**src/rtl/scie_fir_pkg.sv**
```systemverilog
// Shared constants, FSM encoding and arithmetic helpers for the SCIE multi-channel FIR.
package scie_fir_pkg;

  localparam logic [6:0]  OPC_SETC   = 7'h0B;
  localparam logic [6:0]  OPC_PUSH   = 7'h2B;
  localparam logic [6:0]  OPC_READ   = 7'h5B;
  localparam int unsigned STATUS_BIT = 25;

  // Working width for saturation; comfortably wider than any supported accumulator.
  localparam int unsigned ACC_MAXW = 256;

  typedef enum logic [1:0] {IDLE, MAC, WB} fsm_t;

  function automatic int unsigned acc_width(input int unsigned dw, input int unsigned cw,
                                            input int unsigned ntaps);
    return dw + cw + unsigned'($clog2(ntaps));
  endfunction

  // Clamp a sign-extended accumulator to the signed xlen-bit range.
  function automatic logic [ACC_MAXW-1:0] sat_xlen(input logic [ACC_MAXW-1:0] a,
                                                   input int unsigned xlen);
    logic [ACC_MAXW-1:0] hi;
    logic [ACC_MAXW-1:0] lo;
    hi = (ACC_MAXW'(1) << (xlen - 1)) - ACC_MAXW'(1);
    lo = ~hi;
    if ($signed(a) > $signed(hi)) return hi;
    else if ($signed(a) < $signed(lo)) return lo;
    else return a;
  endfunction

endpackage

```
**src/rtl/scie_fir_mac.sv**
```systemverilog
// Single signed multiplier feeding an accumulator with synchronous clear and enable.
module scie_fir_mac #(
  parameter int unsigned AW   = 32,
  parameter int unsigned BW   = 32,
  parameter int unsigned ACCW = 67
) (
  input  logic                   clk,
  input  logic                   rst,
  input  logic                   clr,
  input  logic                   en,
  input  logic signed [AW-1:0]   a,
  input  logic signed [BW-1:0]   b,
  output logic signed [ACCW-1:0] acc
);

  logic signed [AW+BW-1:0] prod;
  logic signed [ACCW-1:0]  acc_d;
  logic signed [ACCW-1:0]  acc_q;

  always_comb begin
    prod  = (AW+BW)'(a) * (AW+BW)'(b);
    acc_d = acc_q;
    if (clr)     acc_d = '0;
    else if (en) acc_d = acc_q + ACCW'(prod);
  end

  always_ff @(posedge clk or posedge rst) begin
    if (rst) acc_q <= '0;
    else     acc_q <= acc_d;
  end

  assign acc = acc_q;

endmodule

```
**src/rtl/scie_fir_mc.sv**
```systemverilog
// Multi-channel FIR accelerator on the SCIE port; one shared MAC computes a sample in NTAPS cycles.
// Define SCIE_FIR_SAT_EN to saturate results to the signed XLEN range instead of wrapping.
module scie_fir_mc
  import scie_fir_pkg::*;
#(
  parameter int unsigned NCH   = 4,
  parameter int unsigned NTAPS = 5,
  parameter int unsigned DW    = 32,
  parameter int unsigned CW    = 32,
  parameter int unsigned XLEN  = 32
) (
  input  logic            clock,
  input  logic            reset,
  input  logic            io_valid,
  input  logic [31:0]     io_insn,
  input  logic [XLEN-1:0] io_rs1,
  input  logic [XLEN-1:0] io_rs2,
  output logic [XLEN-1:0] io_rd,
  output logic            io_busy
);

  localparam int unsigned ACCW = acc_width(DW, CW, NTAPS);
  localparam int unsigned TW   = (NTAPS > 1) ? $clog2(NTAPS) : 1;
  localparam int unsigned CHW  = (NCH > 1) ? $clog2(NCH) : 1;

  fsm_t            state_q, state_d;
  logic [TW-1:0]   k_q, k_d;
  logic [CHW-1:0]  ch_q, ch_d;
  logic            busy_q, busy_d;
  logic            ovr_q, ovr_d;
  logic [XLEN-1:0] rd_q, rd_d;

  logic signed [CW-1:0] coef_q  [NCH][NTAPS];
  logic signed [CW-1:0] coef_d  [NCH][NTAPS];
  logic signed [DW-1:0] dline_q [NCH][NTAPS];
  logic signed [DW-1:0] dline_d [NCH][NTAPS];
  logic [XLEN-1:0]      res_q   [NCH];
  logic [XLEN-1:0]      res_d   [NCH];

  logic [6:0]     opc;
  logic [2:0]     ch_raw;
  logic           ch_ok;
  logic [CHW-1:0] ch;
  logic [TW-1:0]  tap;
  logic           idle;
  logic           is_setc, is_push, is_read;
  logic           setc_ok, push_ok, drop, rd_res, rd_sts;

  logic                   mac_clr, mac_en;
  logic signed [ACCW-1:0] acc;
  logic [ACC_MAXW-1:0]    acc_ext;
  logic [ACC_MAXW-1:0]    fmt_full;
  logic [XLEN-1:0]        fmt_res;

  assign opc    = io_insn[6:0];
  assign ch_raw = io_insn[14:12];
  assign ch_ok  = 32'(ch_raw) < NCH;
  assign ch     = CHW'(ch_raw);
  assign tap    = TW'(io_rs2 % XLEN'(NTAPS));
  assign idle   = (state_q == IDLE);

  assign is_setc = io_valid && ch_ok && (opc == OPC_SETC);
  assign is_push = io_valid && ch_ok && (opc == OPC_PUSH);
  assign is_read = io_valid && ch_ok && (opc == OPC_READ);
  assign setc_ok = is_setc && idle;
  assign push_ok = is_push && idle;
  assign drop    = (is_setc || is_push) && !idle;
  assign rd_res  = is_read && !io_insn[STATUS_BIT];
  assign rd_sts  = is_read && io_insn[STATUS_BIT];

  scie_fir_mac #(
    .AW   (CW),
    .BW   (DW),
    .ACCW (ACCW)
  ) u_mac (
    .clk (clock),
    .rst (reset),
    .clr (mac_clr),
    .en  (mac_en),
    .a   (coef_q[ch_q][k_q]),
    .b   (dline_q[ch_q][k_q]),
    .acc (acc)
  );

  assign acc_ext = {{(ACC_MAXW-ACCW){acc[ACCW-1]}}, acc};
`ifdef SCIE_FIR_SAT_EN
  assign fmt_full = sat_xlen(acc_ext, XLEN);
`else
  assign fmt_full = acc_ext;
`endif
  assign fmt_res = fmt_full[XLEN-1:0];

  always_comb begin
    state_d = state_q;
    k_d     = k_q;
    ch_d    = ch_q;
    ovr_d   = ovr_q;
    rd_d    = rd_q;
    coef_d  = coef_q;
    dline_d = dline_q;
    res_d   = res_q;
    mac_clr = 1'b0;
    mac_en  = 1'b0;

    if (setc_ok) coef_d[ch][tap] = io_rs1[CW-1:0];

    if (push_ok) begin
      for (int unsigned i = NTAPS - 1; i > 0; i--) dline_d[ch][i] = dline_q[ch][i-1];
      dline_d[ch][0] = io_rs1[DW-1:0];
      ch_d    = ch;
      k_d     = '0;
      mac_clr = 1'b1;
      state_d = MAC;
    end

    if (rd_res) rd_d = res_q[ch];
    if (rd_sts) begin
      rd_d  = {{(XLEN-2){1'b0}}, ovr_q, busy_q};
      ovr_d = 1'b0;
    end
    // A drop in the same cycle as a status read must leave ovr set.
    if (drop) ovr_d = 1'b1;

    case (state_q)
      MAC: begin
        mac_en = 1'b1;
        if (k_q == TW'(NTAPS - 1)) state_d = WB;
        else                       k_d = k_q + 1'b1;
      end
      WB: begin
        res_d[ch_q] = fmt_res;
        state_d     = IDLE;
      end
      default: ;
    endcase

    busy_d = (state_d != IDLE);
  end

  always_ff @(posedge clock or posedge reset) begin
    if (reset) begin
      state_q <= IDLE;
      k_q     <= '0;
      ch_q    <= '0;
      busy_q  <= 1'b0;
      ovr_q   <= 1'b0;
      rd_q    <= '0;
    end else begin
      state_q <= state_d;
      k_q     <= k_d;
      ch_q    <= ch_d;
      busy_q  <= busy_d;
      ovr_q   <= ovr_d;
      rd_q    <= rd_d;
    end
  end

  always_ff @(posedge clock or posedge reset) begin
    if (reset) begin
      coef_q  <= '{default: '0};
      dline_q <= '{default: '0};
      res_q   <= '{default: '0};
    end else begin
      coef_q  <= coef_d;
      dline_q <= dline_d;
      res_q   <= res_d;
    end
  end

  assign io_rd   = rd_q;
  assign io_busy = busy_q;

  logic unused_bits;
  assign unused_bits = ^{io_insn[31:26], io_insn[24:15], io_insn[11:7], fmt_full[ACC_MAXW-1:XLEN]};

endmodule

```
**config.mk**
```make
export PLATFORM = sky130hd
export DESIGN_NAME = scie_fir_mc
export DESIGN_NICKNAME = d
export VERILOG_FILES = /design/src/rtl/scie_fir_pkg.sv /design/src/rtl/scie_fir_mac.sv /design/src/rtl/scie_fir_mc.sv
export SDC_FILE = /design/constraint.sdc
export NUM_CORES = 2
export LEC_CHECK = 0
export BUFFER_PORTS_ARGS = -buffer_cell sky130_fd_sc_hd__buf_2
export CORE_UTILIZATION = 53
export CTS_CLUSTER_DIAMETER = 150
export DETAILED_ROUTE_END_ITERATION = 8
export PLACE_DENSITY = 0.69
export SLEW_MARGIN = 20
export SYNTH_ARGS = -nofsm -noshare
export SYNTH_HDL_FRONTEND = slang
export SYNTH_SLANG_ARGS = --single-unit
```
**constraint.sdc**
```tcl
create_clock -name clock -period 45.6 [get_ports clock]
set_input_delay 0 -clock clock [delete_from_list [all_inputs] [get_ports clock]]
set_output_delay 0 -clock clock [all_outputs]
set_load 0.05 [all_outputs]
```
==> results.toml <==
[outcome]
outcome = "finished, final reports clean"

[placed_design]
place_ws_ns = 30.95
dp_hpwl_um = 130000
routabilityCongestion = 0.878
numPortBuffers = 110

[synth]
synth_top_family_by_area = "multiplexers"
synth-edff-count = 0
synth_flop_cell = "dfrtp_1"
ys_seq_elements = 1481
muxShareOfSynthArea_pct = 28.4
synth_cell_types = 113
synth_compound_area_share_pct = 4.53
synth_cells = 6626
synthAdderAreaFrac_pct = 12.5
avgSynthCellArea_um2 = 13.0
yosysWarnings = 0
synth.area.top_cells = "dfrtp_1 43%, mux2_2 11%, mux4_2 11%, fa_1 10%, mux2_1 6.3%"
syn_area_um2 = 86200
synth_simple_gate_area_share_pct = 5.63
synth_xor_area_share_pct = 1.03
synth_top_area_share_pct = 43.0
synth_nets = 7323
synth_top_area_cell = "dfrtp_1"
synth_seq_area_share_pct = 43.0
ys_async_sr_fraction_pct = 100

[worst_hold_path]
hold_path.class = "in -> reg"

[worst_setup_path]
cp.arrival_ns = 14.48
crit_type = "in -> reg"
path_max_fanout = 17
endpoint_kind = "register"
reg2reg_depth = 41
reg2reg_to = "u_mac.acc[31]$_DFFE_PP0P_"
r2r-start = "ch_q[0]$_DFFE_PP0P_"
crit_end = "coef_q[613]$_DFFE_PP0P_"
max_stage_delay_ns = 0.90
start_kind = "input port"
crit_path_top_delay_cell = "a311oi_2"
cp-startpoint = "io_rs2[31]"
rrSetupSlack_ns = 32.88
required_ns = 46.28

[route]
routedWlPerCell_um = 23.0
routed_wl_um = 204000
routed-via-count = 53100
vias_per_cell = 5.99
drt-initial-drc-count = 3745
drtPass1Iterations = 7
ant_nets = 0
drc = 0

[sta]
setup_viol = 0
period_minus_slack_ns = 13.80
relSlewSlack_pct = 24.3
setup_tns_ns = 0
hold_violations = 0
min_period_over_period_pct = 30.3
max_freq_mhz = 72.4
slew_violations = 0
setup_slack_ns = 31.80
worst_slew_pin_slew_ns = 1.13
grt_setup_unrepaired = "no"
clock_skew_ns = 0.0274

[die]
die_area_um2 = 164000
row_count = 147
die_x_um = 405
io_pins = 132
start_util_pct = 53.5
die_y_um = 405
fp.coreArea_um2 = 161000

[global_route]
antenna_found_initial = 8
track_usage_pct = 25.7
grt_pass1_vias = 56300
grt_max_degree = 191
grt_pass1_wl_um = 328000
overflow = 0

[clock_network]
cts_tree = "yes"
cts.sinks = 1481
clkTransAtPathRegs_ns = 0.06
cts_root_buffer = "clkbuf_16"
cts-buffers-inserted = 155
clkLatencyLatePin_ns = 0.80
cts_buffer_depth = 3
cts_resized = 0
cts_hold_buf = 45
cts_max_level = 4
cts_setup_buffers = 0

[finish]
nets = 7263
layout-drive-gt1-share_pct = 27.3
syn2layout_area_growth_pct = 9.37

[power_and_ir_drop]
total_power_mw = 3.16
power_leakage_nw = 45.7
p_per_area_nw_per_um2 = 33.5
worst_ir_drop_vdd_mv = 0.0359

[flow_run]
drv_cap = 0
-- synthesized netlist by cell type (13+ instances only) --
master and n:
dfrtp_1 1481, mux2_2 842, nand2_1 677, inv_1 569, mux2_1 485, fa_1 438
mux4_2 413, clkbuf_1 340, ha_1 160, o21ai_0 146, nor2_1 143, xnor2_1 92
a21oi_1 87, buf_1 69, a22o_1 55, buf_2 51, nand3_1 45, nor3_1 35
and2_1 33, nor2b_1 26, mux2i_1 22, nand4_1 21, o21bai_1 21, buf_6 18
nand2b_1 16, o211ai_1 16, nor4_1 13
-- per-stage QoR --
stage / util (%) / cells / hold slack, ns / area [um^2]
after CTS: 58.5 / 8849 / 0.0812 / 94200
after floorplan: - / 6626 / 0.135 / 86200
after detailed placement: 55.0 / 8521 / 0.134 / 88500
final: 58.6 / 8855 / 0.139 / 94300
after global routing: 58.6 / 8852 / 0.116 / 94200
after global placement: 55.0 / 8521 / 0.125 / 88500
-- per-layer routing --
layer  global-route usage, %  part of all wire, %
met5                       0                0.031
met4                    7.57                  2.9
met3                    4.50                  5.8
met2                    42.1                   48
met1                    35.3                   43
-- report_power, final --
group | internal [mW] | switching (mW)
Combinational | 0.174 | 0.306
Sequential | 1.37 | 0.0300
Clock | 0.757 | 0.528
-- critical path: cells and delay by family --
kind                       cells  cell delay, ns
muxes                          2            0.50
adders and majority gates      1            0.21
AOI/OAI and AO/OA             20            7.94
and+or+nand+nor               15            4.79
buffers and inverters          3            1.01
-- final cells by class --
cell class / instances / area (um^2)
inverter: 574 / 2170
clock buffer: 237 / 4610
sequential: 1481 / 37100
clock inverter: 46 / 611
multi-input combinational: 4081 / 45100
timing repair buffer: 273 / 2010
antenna: 3 / 7.51
tap: 2160 / 2700
fill: 12700 / 66700
-- cell usage in the layout (no fill, tap or decap), types with 146 or more instances in the layout --
cell	instances
mux2_2	842
ha_1	160
mux4_2	413
nand2_1	674
clkbuf_16	157
dfrtp_1	1478
mux2_1	485
inv_1	567
fa_1	438
o21ai_0	146
-- registers in the layout, summed over array words and instances, names as in the netlist --
signal,count
ch_q,2
coef_q,640
dline_q,640
io_busy,1
io_rd,32
k_q,3
ovr_q,1
res_q,128
state_q,2
u_mac.acc,32
-- cells by family after synthesis --
| kind of cell | Yosys count |
|---|---|
| and+or+nand+nor | 1088 |
| buffers and inverters | 1064 |
| adders and majority gates | 599 |
| DFF | 1481 |
| muxes | 1762 |
| AOI/OAI and AO/OA | 531 |
| xor gates and xnor gates | 101 |
-- how the worst min path moves through the flow --
stage | startpoint | to | slack (ns) | cells after the start
3_5_place_dp | reset | io_rd[17]$_DFFE_PP0P_ | 0.13 | 2
5_1_grt | io_rs2[0] | coef_q[575]$_DFFE_PP0P_ | 0.12 | 4
4_1_cts | io_rs2[0] | coef_q[575]$_DFFE_PP0P_ | 0.08 | 4
2_1_floorplan | io_rs1[29] | coef_q[541]$_DFFE_PP0P_ | 0.13 | 1
3_3_place_gp | reset | io_rd[17]$_DFFE_PP0P_ | 0.12 | 2
6_report | io_rs2[0] | coef_q[574]$_DFFE_PP0P_ | 0.14 | 4
Power figures use the tool's default switching activity.
